==> src/rtl/wb_pkg.sv <==
// Shared types and helpers for the multi-lane writeback unit.
// Defining WB_UNALIGNED_EN turns LWL/LWR into legal merging loads.
package wb_pkg;

  localparam int WORD_W = 32;
  localparam int MOP_W  = 3;

`ifdef WB_UNALIGNED_EN
  localparam bit UNALIGNED_EN = 1'b1;
`else
  localparam bit UNALIGNED_EN = 1'b0;
`endif

  typedef enum logic [2:0] {
    MEM_NONE = 3'd0,
    MEM_LB   = 3'd1,
    MEM_LBU  = 3'd2,
    MEM_LH   = 3'd3,
    MEM_LHU  = 3'd4,
    MEM_LW   = 3'd5,
    MEM_LWL  = 3'd6,
    MEM_LWR  = 3'd7
  } mem_op_t;

  typedef enum logic [1:0] {
    ST_EMPTY = 2'd0,
    ST_WAIT  = 2'd1,
    ST_READY = 2'd2
  } wb_state_t;

  function automatic logic is_unaligned(mem_op_t op);
    return (op == MEM_LWL) || (op == MEM_LWR);
  endfunction

  // LWL/LWR only become legal when the merging hardware is built in.
  function automatic logic is_legal(mem_op_t op);
    return !is_unaligned(op) || UNALIGNED_EN;
  endfunction

  function automatic logic is_load(mem_op_t op);
    logic res;
    case (op)
      MEM_LB, MEM_LBU, MEM_LH, MEM_LHU, MEM_LW: res = 1'b1;
      MEM_LWL, MEM_LWR:                         res = UNALIGNED_EN;
      default:                                  res = 1'b0;
    endcase
    return res;
  endfunction

  function automatic logic writes_reg(mem_op_t op);
    return (op == MEM_NONE) || is_load(op);
  endfunction

endpackage

==> src/rtl/load_align.sv <==
// Combinational byte/halfword extraction and extension for one lane.
// LWL/LWR merging with the old rt value exists only under WB_UNALIGNED_EN.
module load_align
  import wb_pkg::*;
(
  input  logic [2:0]  mop_i,
  input  logic [1:0]  offset_i,
  input  logic [31:0] word_i,
  input  logic [31:0] rt_old_i,
  output logic [31:0] result_o
);

  mem_op_t     op;
  logic [7:0]  byteSel;
  logic [15:0] halfSel;

  assign op      = mem_op_t'(mop_i);
  assign byteSel = word_i[{offset_i, 3'b000} +: 8];
  assign halfSel = offset_i[1] ? word_i[31:16] : word_i[15:0];

  always_comb begin
    result_o = '0;
    case (op)
      MEM_LB:  result_o = {{24{byteSel[7]}}, byteSel};
      MEM_LBU: result_o = {24'd0, byteSel};
      MEM_LH:  result_o = {{16{halfSel[15]}}, halfSel};
      MEM_LHU: result_o = {16'd0, halfSel};
      MEM_LW:  result_o = word_i;
`ifdef WB_UNALIGNED_EN
      // LWL fills the upper bytes from the word, LWR fills the lower bytes.
      MEM_LWL: begin
        case (offset_i)
          2'd0:    result_o = {word_i[7:0],  rt_old_i[23:0]};
          2'd1:    result_o = {word_i[15:0], rt_old_i[15:0]};
          2'd2:    result_o = {word_i[23:0], rt_old_i[7:0]};
          default: result_o = word_i;
        endcase
      end
      MEM_LWR: begin
        case (offset_i)
          2'd0:    result_o = word_i;
          2'd1:    result_o = {rt_old_i[31:24], word_i[31:8]};
          2'd2:    result_o = {rt_old_i[31:16], word_i[31:16]};
          default: result_o = {rt_old_i[31:8],  word_i[31:24]};
        endcase
      end
`endif
      default: result_o = '0;
    endcase
  end

`ifndef WB_UNALIGNED_EN
  logic unusedRtOld;
  assign unusedRtOld = ^rt_old_i;
`endif

endmodule

==> src/rtl/writeback_unit.sv <==
// Multi-lane writeback stage: holds a bundle until all its loads return, then commits every lane at once.
// WB_UNALIGNED_EN enables LWL/LWR; otherwise they are flagged on wb_err and never written.
module writeback_unit
  import wb_pkg::*;
#(
  parameter int LANES = 2,
  parameter int REG_W = 5
) (
  input  logic                     clk,
  input  logic                     resetn,
  input  logic                     in_valid,
  output logic                     in_ready,
  input  logic [LANES-1:0]         in_lane_en,
  input  logic [LANES*REG_W-1:0]   in_dst,
  input  logic [LANES*WORD_W-1:0]  in_val,
  input  logic [LANES*MOP_W-1:0]   in_mop,
  input  logic [LANES*WORD_W-1:0]  in_rt_old,
  input  logic [LANES-1:0]         dresp_valid,
  input  logic [LANES*WORD_W-1:0]  dresp_data,
  output logic [LANES-1:0]         wr_en,
  output logic [LANES*REG_W-1:0]   wr_reg,
  output logic [LANES*WORD_W-1:0]  wr_word,
  output logic                     wb_err
);

  wb_state_t         state_q, state_d;
  logic [LANES-1:0]  pend_q, pend_d;
  logic [LANES-1:0]  laneEn_q;
  logic [REG_W-1:0]  dst_q   [LANES];
  logic [WORD_W-1:0] val_q   [LANES];
  logic [WORD_W-1:0] rtOld_q [LANES];
  logic [WORD_W-1:0] data_q  [LANES];
  mem_op_t           mop_q   [LANES];

  logic              accept;
  logic [LANES-1:0]  newPend;
  logic [LANES-1:0]  wantWr;
  logic [LANES-1:0]  illegal;

  assign in_ready = (state_q == ST_EMPTY) || (state_q == ST_READY);
  assign accept   = in_valid && in_ready;

  always_comb begin
    newPend = '0;
    for (int i = 0; i < LANES; i++) begin
      newPend[i] = in_lane_en[i] && is_load(mem_op_t'(in_mop[i*MOP_W +: MOP_W]));
    end
  end

  // READY behaves like EMPTY for acceptance so bundles can stream back to back.
  always_comb begin
    state_d = state_q;
    pend_d  = pend_q;
    case (state_q)
      ST_EMPTY, ST_READY: begin
        if (accept) begin
          pend_d  = newPend;
          state_d = (newPend != '0) ? ST_WAIT : ST_READY;
        end else begin
          pend_d  = '0;
          state_d = ST_EMPTY;
        end
      end
      ST_WAIT: begin
        pend_d = pend_q & ~dresp_valid;
        if (pend_d == '0) begin
          state_d = ST_READY;
        end
      end
      default: begin
        pend_d  = '0;
        state_d = ST_EMPTY;
      end
    endcase
  end

  always_ff @(posedge clk) begin
    if (!resetn) begin
      state_q  <= ST_EMPTY;
      pend_q   <= '0;
      laneEn_q <= '0;
      for (int i = 0; i < LANES; i++) begin
        dst_q[i]   <= '0;
        val_q[i]   <= '0;
        rtOld_q[i] <= '0;
        data_q[i]  <= '0;
        mop_q[i]   <= MEM_NONE;
      end
    end else begin
      state_q <= state_d;
      pend_q  <= pend_d;
      if (accept) begin
        laneEn_q <= in_lane_en;
        for (int i = 0; i < LANES; i++) begin
          dst_q[i]   <= in_dst[i*REG_W +: REG_W];
          val_q[i]   <= in_val[i*WORD_W +: WORD_W];
          rtOld_q[i] <= in_rt_old[i*WORD_W +: WORD_W];
          mop_q[i]   <= mem_op_t'(in_mop[i*MOP_W +: MOP_W]);
        end
      end
      // Only responses for still-pending lanes of a waiting entry are taken.
      for (int i = 0; i < LANES; i++) begin
        if ((state_q == ST_WAIT) && pend_q[i] && dresp_valid[i]) begin
          data_q[i] <= dresp_data[i*WORD_W +: WORD_W];
        end
      end
    end
  end

  always_comb begin
    wantWr  = '0;
    illegal = '0;
    for (int i = 0; i < LANES; i++) begin
      wantWr[i]  = (state_q == ST_READY) && laneEn_q[i] &&
                   writes_reg(mop_q[i]) && (dst_q[i] != '0);
      illegal[i] = laneEn_q[i] && !is_legal(mop_q[i]);
    end
  end

  // On a destination clash the highest-index lane wins, matching program order.
  always_comb begin
    wr_en = wantWr;
    for (int i = 0; i < LANES; i++) begin
      for (int j = 0; j < LANES; j++) begin
        if ((j > i) && wantWr[j] && (dst_q[j] == dst_q[i])) begin
          wr_en[i] = 1'b0;
        end
      end
    end
  end

  assign wb_err = (state_q == ST_READY) && (illegal != '0);

  for (genvar g = 0; g < LANES; g++) begin : gLane
    logic [WORD_W-1:0] aligned;

    load_align uAlign (
      .mop_i    (mop_q[g]),
      .offset_i (val_q[g][1:0]),
      .word_i   (data_q[g]),
      .rt_old_i (rtOld_q[g]),
      .result_o (aligned)
    );

    assign wr_reg[g*REG_W +: REG_W]    = dst_q[g];
    assign wr_word[g*WORD_W +: WORD_W] = (mop_q[g] == MEM_NONE) ? val_q[g] : aligned;
  end

endmodule

==> config.mk <==
export PLATFORM = sky130hd
export DESIGN_NAME = writeback_unit
export DESIGN_NICKNAME = d
export VERILOG_FILES = /design/src/rtl/wb_pkg.sv /design/src/rtl/load_align.sv /design/src/rtl/writeback_unit.sv
export SDC_FILE = /design/constraint.sdc
export NUM_CORES = 1
export LEC_CHECK = 0
export ABC_AREA = 1
export CAP_MARGIN = 20
export CORE_AREA = 10 10 140 142
export CTS_CLUSTER_DIAMETER = 60
export CTS_CLUSTER_SIZE = 28
export DETAILED_ROUTE_END_ITERATION = 8
export DIE_AREA = 0 0 150 152
export PLACE_DENSITY = 0.86
export SLEW_MARGIN = 20
export SYNTH_ARGS = -nofsm -noshare
export SYNTH_HDL_FRONTEND = slang
export SYNTH_SLANG_ARGS = --single-unit
==> constraint.sdc <==
create_clock -name clk -period 6 [get_ports clk]
set_input_delay 1.8 -clock clk [delete_from_list [all_inputs] [get_ports clk]]
set_output_delay 1.8 -clock clk [all_outputs]
set_load 0.03 [all_outputs]
* Word-level counts from Yosys, hierarchy flattened *
Memories as Yosys holds them, arrays and structs flattened.
Index checks and enable logic that the tools add are counted.

word-level totals
  output and inout port bits = 78
  bits in registers = 6
  memories = 4
  RAM bits = 144
  word-level logic and storage cells = 117
  bits of input ports = 215

memories
  memory  depth  width  rd ports  clocked after memory_dff  wr ports  RTL line              source
  data_q  2      32     2         0                         2         writeback_unit.sv:32  logic [WORD_W-1:0] data_q [LANES];
  val_q   2      32     2         0                         2         writeback_unit.sv:30  logic [WORD_W-1:0] val_q [LANES];
  dst_q   2      5      2         0                         2         writeback_unit.sv:29  logic [REG_W-1:0] dst_q [LANES];
  mop_q   2      3      2         0                         2         writeback_unit.sv:33  mem_op_t mop_q [LANES];

operators by class
  bitwise gates (word level) = 10
  reductions and logical operators = 35
  mux-type cells = 35
  shift operators = 2
  equality and inequality tests = 28

operator list
  kind                                                                   number
  32-bit one-hot mux with 5 select lines                                 2
  32-bit two-way mux                                                     6
  32-bit by 6-bit indexed part select with 8-bit output                  2
  3-bit equality test, second input constant                             12
  16-bit two-way mux                                                     2
  3-bit by 2-bit equality test with 1-bit output, second input constant  8
  5-bit OR reduction                                                     4
  1-bit logical AND                                                      17
  1-bit two-way mux                                                      15
  3-bit by 1-bit equality test with 1-bit output, second input constant  4
  5-bit two-way mux                                                      2
  5-bit nonzero test                                                     2
  2-bit two-way mux                                                      4
  1-bit bitwise OR                                                       8
  2-bit one-hot mux with 2 select lines                                  2
  3-bit zero test                                                        2
  3-bit two-way mux                                                      2
  5-bit equality test                                                    1
  1-bit logical OR                                                       5
  2-bit zero test                                                        2
  2-bit nonzero test                                                     2
  2-bit bitwise AND                                                      1
  2-bit by 1-bit equality test with 1-bit output, second input constant  1
  2-bit equality test, second input constant                             1
  3 further kinds                                                        3

* Depth between registers and ports, before layout *
  word-level depth = 8
  gate-level depth with buffers = 10
  gate-level depth less buffers = 9

* By module *
Synthesis repeated with hierarchy kept, for this count alone.

unflattened totals
  cells, all modules = 1194
  area total of the unflattened synthesis = 11284.6 sq um

modules (own cells, without submodules)
  module          area an instance (sq um)  cells each  seq. area each (sq um)  times used
  writeback_unit  9625.5                    814         6366.1                  1
  load_align      829.5                     190         0.0                     2

* Worst setup path after synthesis *
No wires, ideal clock.

  kind = input -> register
  start point = input port dresp_valid[0]
  end point = memory data_q[0][0], enable pin
  slack = 1.356 ns
  arrival = 4.179 ns
  buffers on the path = 0
  cell stages on the path = 2
  library setup time = 0.466 ns
  data required time = 5.534 ns
  cells stage by stage = nand3_1 -> o21ai_0

RTL lines
  what         RTL line              source
  from (decl)  writeback_unit.sv:18  input logic [LANES-1:0] dresp_valid,
  to (decl)    writeback_unit.sv:32

==> reports/results.tsv <==
stage	metric	value	unit
cts	number of CTS-inserted buffers	17	
routing	routed vias	7244	
synthesis	Mapped Cells	1038	
routing	1st-iter DRT viols	571	
floorplan	initial core utilization	0.480	
synthesis	leading area contributor after synthesis	edfxtp_1	
timing	Final Critical Period	5170	ps
power_and_ir_drop	Internal	2.13	mW
timing	Fmax achieved	0.194	GHz
floorplan	IO Count	293	
grt	first-pass GRT wire length	37800	microns
cts	Skew-Pair Late Insertion Delay	420	ps
power_and_ir_drop	Clock Power Share	0.369	
timing	Final Max Slew Viols	0	
critical_path	Worst EP required	4200	ps
layout	Multi-input gate area	0.00265	sq mm
cts	H-tree levels	4	
synthesis	share of the synthesized area in the top cell type	0.532	
timing	endpoints failing hold	0	
synthesis	Synth Warn #	0	
status	status	finished, final reports clean	
floorplan	die extent in y	152	microns
timing	Fin Setup TNS	0	ps
synthesis	top post-synthesis cells by area	edfxtp_1, nand2_1, inv_1	
grt	largest net degree at the start of global routing	81	
synthesis	top-count cell post-synth	nand2_1	
cts	cts repair resizes	0	
synthesis	Post-Syn Area per Cell	7.83	sq um
power_and_ir_drop	switching power	0.842	mW
placed_design	port bufs	228	
timing	Slew headroom	0.290	
floorplan	total core area	0.0169	sq mm
synthesis	largest family of logic cells by synthesized area	simple AND/OR/NAND/NOR gates	
layout	fraction of layout cells with a size suffix above 1	0.0427	
routing	Routed WL	24800	microns
worst_hold_path	hold path startpoint	laneEn_q[1]	
critical_path	worst r2r src	state_q[0]	
synthesis	Post-Syn Nets	1254	
power_and_ir_drop	part of the power in combinational logic	0.208	
synthesis	FFs w/ async S/R, synth	0	
placed_design	routability cong.	0.903	
synthesis	Post-synth top flop	edfxtp_1	
critical_path	Critical path origin	val_q[0][33]	
routing	post-route ant nets	0	
cts	Worst-path clk slew	60	ps
synthesis	flops & latches, synth	150	
routing	wire length per cell	16.6	microns
job	maxcap violations	0	
layout	Reg area	0.00444	sq mm
floorplan	Die X	150	microns
synthesis	Seq/Total Area, Yosys	0.547	
cts	Clock Sinks	150	
timing	Final Cycle Share	0.861	
power_and_ir_drop	net switching fraction of the power	0.284	
power_and_ir_drop	Static Leak	5.32	nW
critical_path	Setup CP Type	register to output port	
synthesis	Simple-Gate Fraction of Synth Area	0.262	
synthesis	post-synthesis xor/xnor area fraction	0.00539	
cts	clock buffer depth	2	
routing	vias per cell	4.86	
synthesis	synth cell count leaders	nand2_1, inv_1, nor2_1	
layout	synthesis-to-finish area growth	37.6	%
floorplan	Die ar.	0.0228	sq mm
synthesis	multiplexer area fraction after synthesis	0	
power_and_ir_drop	power per cell area	266	mW/mm^2
grt	gr ovfl total	0	
routing	DRC viols	0	
synthesis	Synth Area in Compound Gates	0.0541	
cts	hold-fix buffers at CTS	0	
timing	worst slew pin tran	1060	ps
grt	gr usage total	0.213	
timing	final number of setup-violating endpoints	0	
grt	initial antenna violation count	1	
layout	Layout Nets	1468	
critical_path	Setup crit end kind	output port	
synthesis	post-synthesis cell area	0.00812	sq mm
critical_path	Worst EP arrival	3370	ps
grt	vias in the first global route	7250	
critical_path	CP Launch Type	register	
synthesis	EDFF count, synth	144	
synthesis	Adder-Cell Fraction of Synth Area	0.00154	
worst_hold_path	hold crit path type	register to register	
placed_design	HPWL Detailed	18400	microns
power_and_ir_drop	Final Total Pwr	2.97	mW
cts	Post-CTS Setup Repair Bufs	0	
cts	root buf cell	clkbuf_16	
power_and_ir_drop	Max VDD drop	186	uV
synthesis	distinct cell type count after synthesis	29	
routing	DR pass1 iterations	6	
critical_path	CP Max Fanout	24	
critical_path	Reg2Reg Setup Slack	3810	ps
power_and_ir_drop	Flop pwr share	0.423	
layout	filler instances	1406	
timing	Worst Skew	13.0	ps
cts	CTS tree	built	
timing	RSZ-0062 raised after global routing	false	
floorplan	row cnt	48	
[flip-flops by register name, summed over array words and instances (netlist names)]
| name | count |
|---|---|
| data_q | 64 |
| dst_q | 10 |
| laneEn_q | 2 |
| mop_q | 6 |
| pend_q | 2 |
| state_q | 2 |
| val_q | 64 |
[placed cells by master, fill, tap and decap left out, types with 2 or more instances in the layout]
cell,Yosys,layout
nand3_1,27,27
nor2_1,189,189
nand4_1,17,17
a31oi_1,8,8
dfxtp_1,6,6
a21oi_1,21,21
inv_6,0,4
inv_2,3,3
clkdlybuf4s50_1,0,228
edfxtp_1,144,144
clkinvlp_4,0,5
clkinv_1,2,3
bufinv_16,0,3
nand2_1,288,287
clkbuf_16,0,17
buf_4,1,8
inv_1,223,223
xnor2_1,5,5
a22oi_1,9,9
nand3_2,2,2
nor3_1,6,5
nand2_2,3,3
o21ai_0,35,34
o21ai_2,2,2
[power groups by stage]
stage               Combinational (mW)  Sequential [mW]  Clock, mW
floorplan                        0.326             1.27          0
finish                           0.617             1.26       1.10
detailed placement               0.616             1.28          0
global route                     0.666             1.26       1.16
global placement                 0.608             1.27          0
CTS                              0.619             1.26       1.11
[per-stage QoR]
step | area [sq um] | hold WS, ps | setup WS [ps] | std cells | util
floorplan | 8120 | 459 | 1360 | 1038 | -
global placement | 10600 | 476 | 1360 | 1458 | 0.624
detailed placement | 10600 | 480 | 1310 | 1458 | 0.624
CTS | 11200 | 490 | 827 | 1490 | 0.660
global route | 11200 | 525 | 598 | 1491 | 0.660
finish | 11200 | 493 | 833 | 1491 | 0.660
[path summary, 6_finish.rpt]
check	to	cells after the start
worst max-delay path	wr_word[62]	6
worst min-delay path	laneEn_q[1]	2
worst max register to register	data_q[0][56]	5
worst min register to register	laneEn_q[1]	2
[logic make-up (layout without fill, tap and decap cells)]
kind of cell               count (synthesis)  after routing
buffers and inverters                    269            496
AOI/OAI and AO/OA                         78             78
and+or+nand+nor                          535            535
DFF                                      150            150
xor gates and xnor gates                   5              5
adders and majority gates                  1              1
other                                      0              1
[area by class of cell]
cell class	count	area share
diodes	1	0.000224
clock buffers	18	0.0384
clock inverters	14	0.0153
inverters	228	0.0765
multi-input cells	619	0.237
flip-flops and latches	150	0.397
well taps	225	0.0252
repair buffers	236	0.209
[worst max-delay path: stages (launching register included)]
cell and delay, ps:
edfxtp_1 660, o21ai_0 450, nand2_1 100, o21ai_1 120, nand2_1 510, nand4_1 360
clkdlybuf4s50_1 740
[layer usage]
metal  GRT usage  vias up  wire length [microns]
li1            -     3609                      -
met1       0.224     3293                   8920
met2       0.371      294                  12700
met3      0.0781       48                   2300
met4      0.0907        0                    846
met5           0        -                      0
No activity file was read; power rests on OpenSTA's default activity.
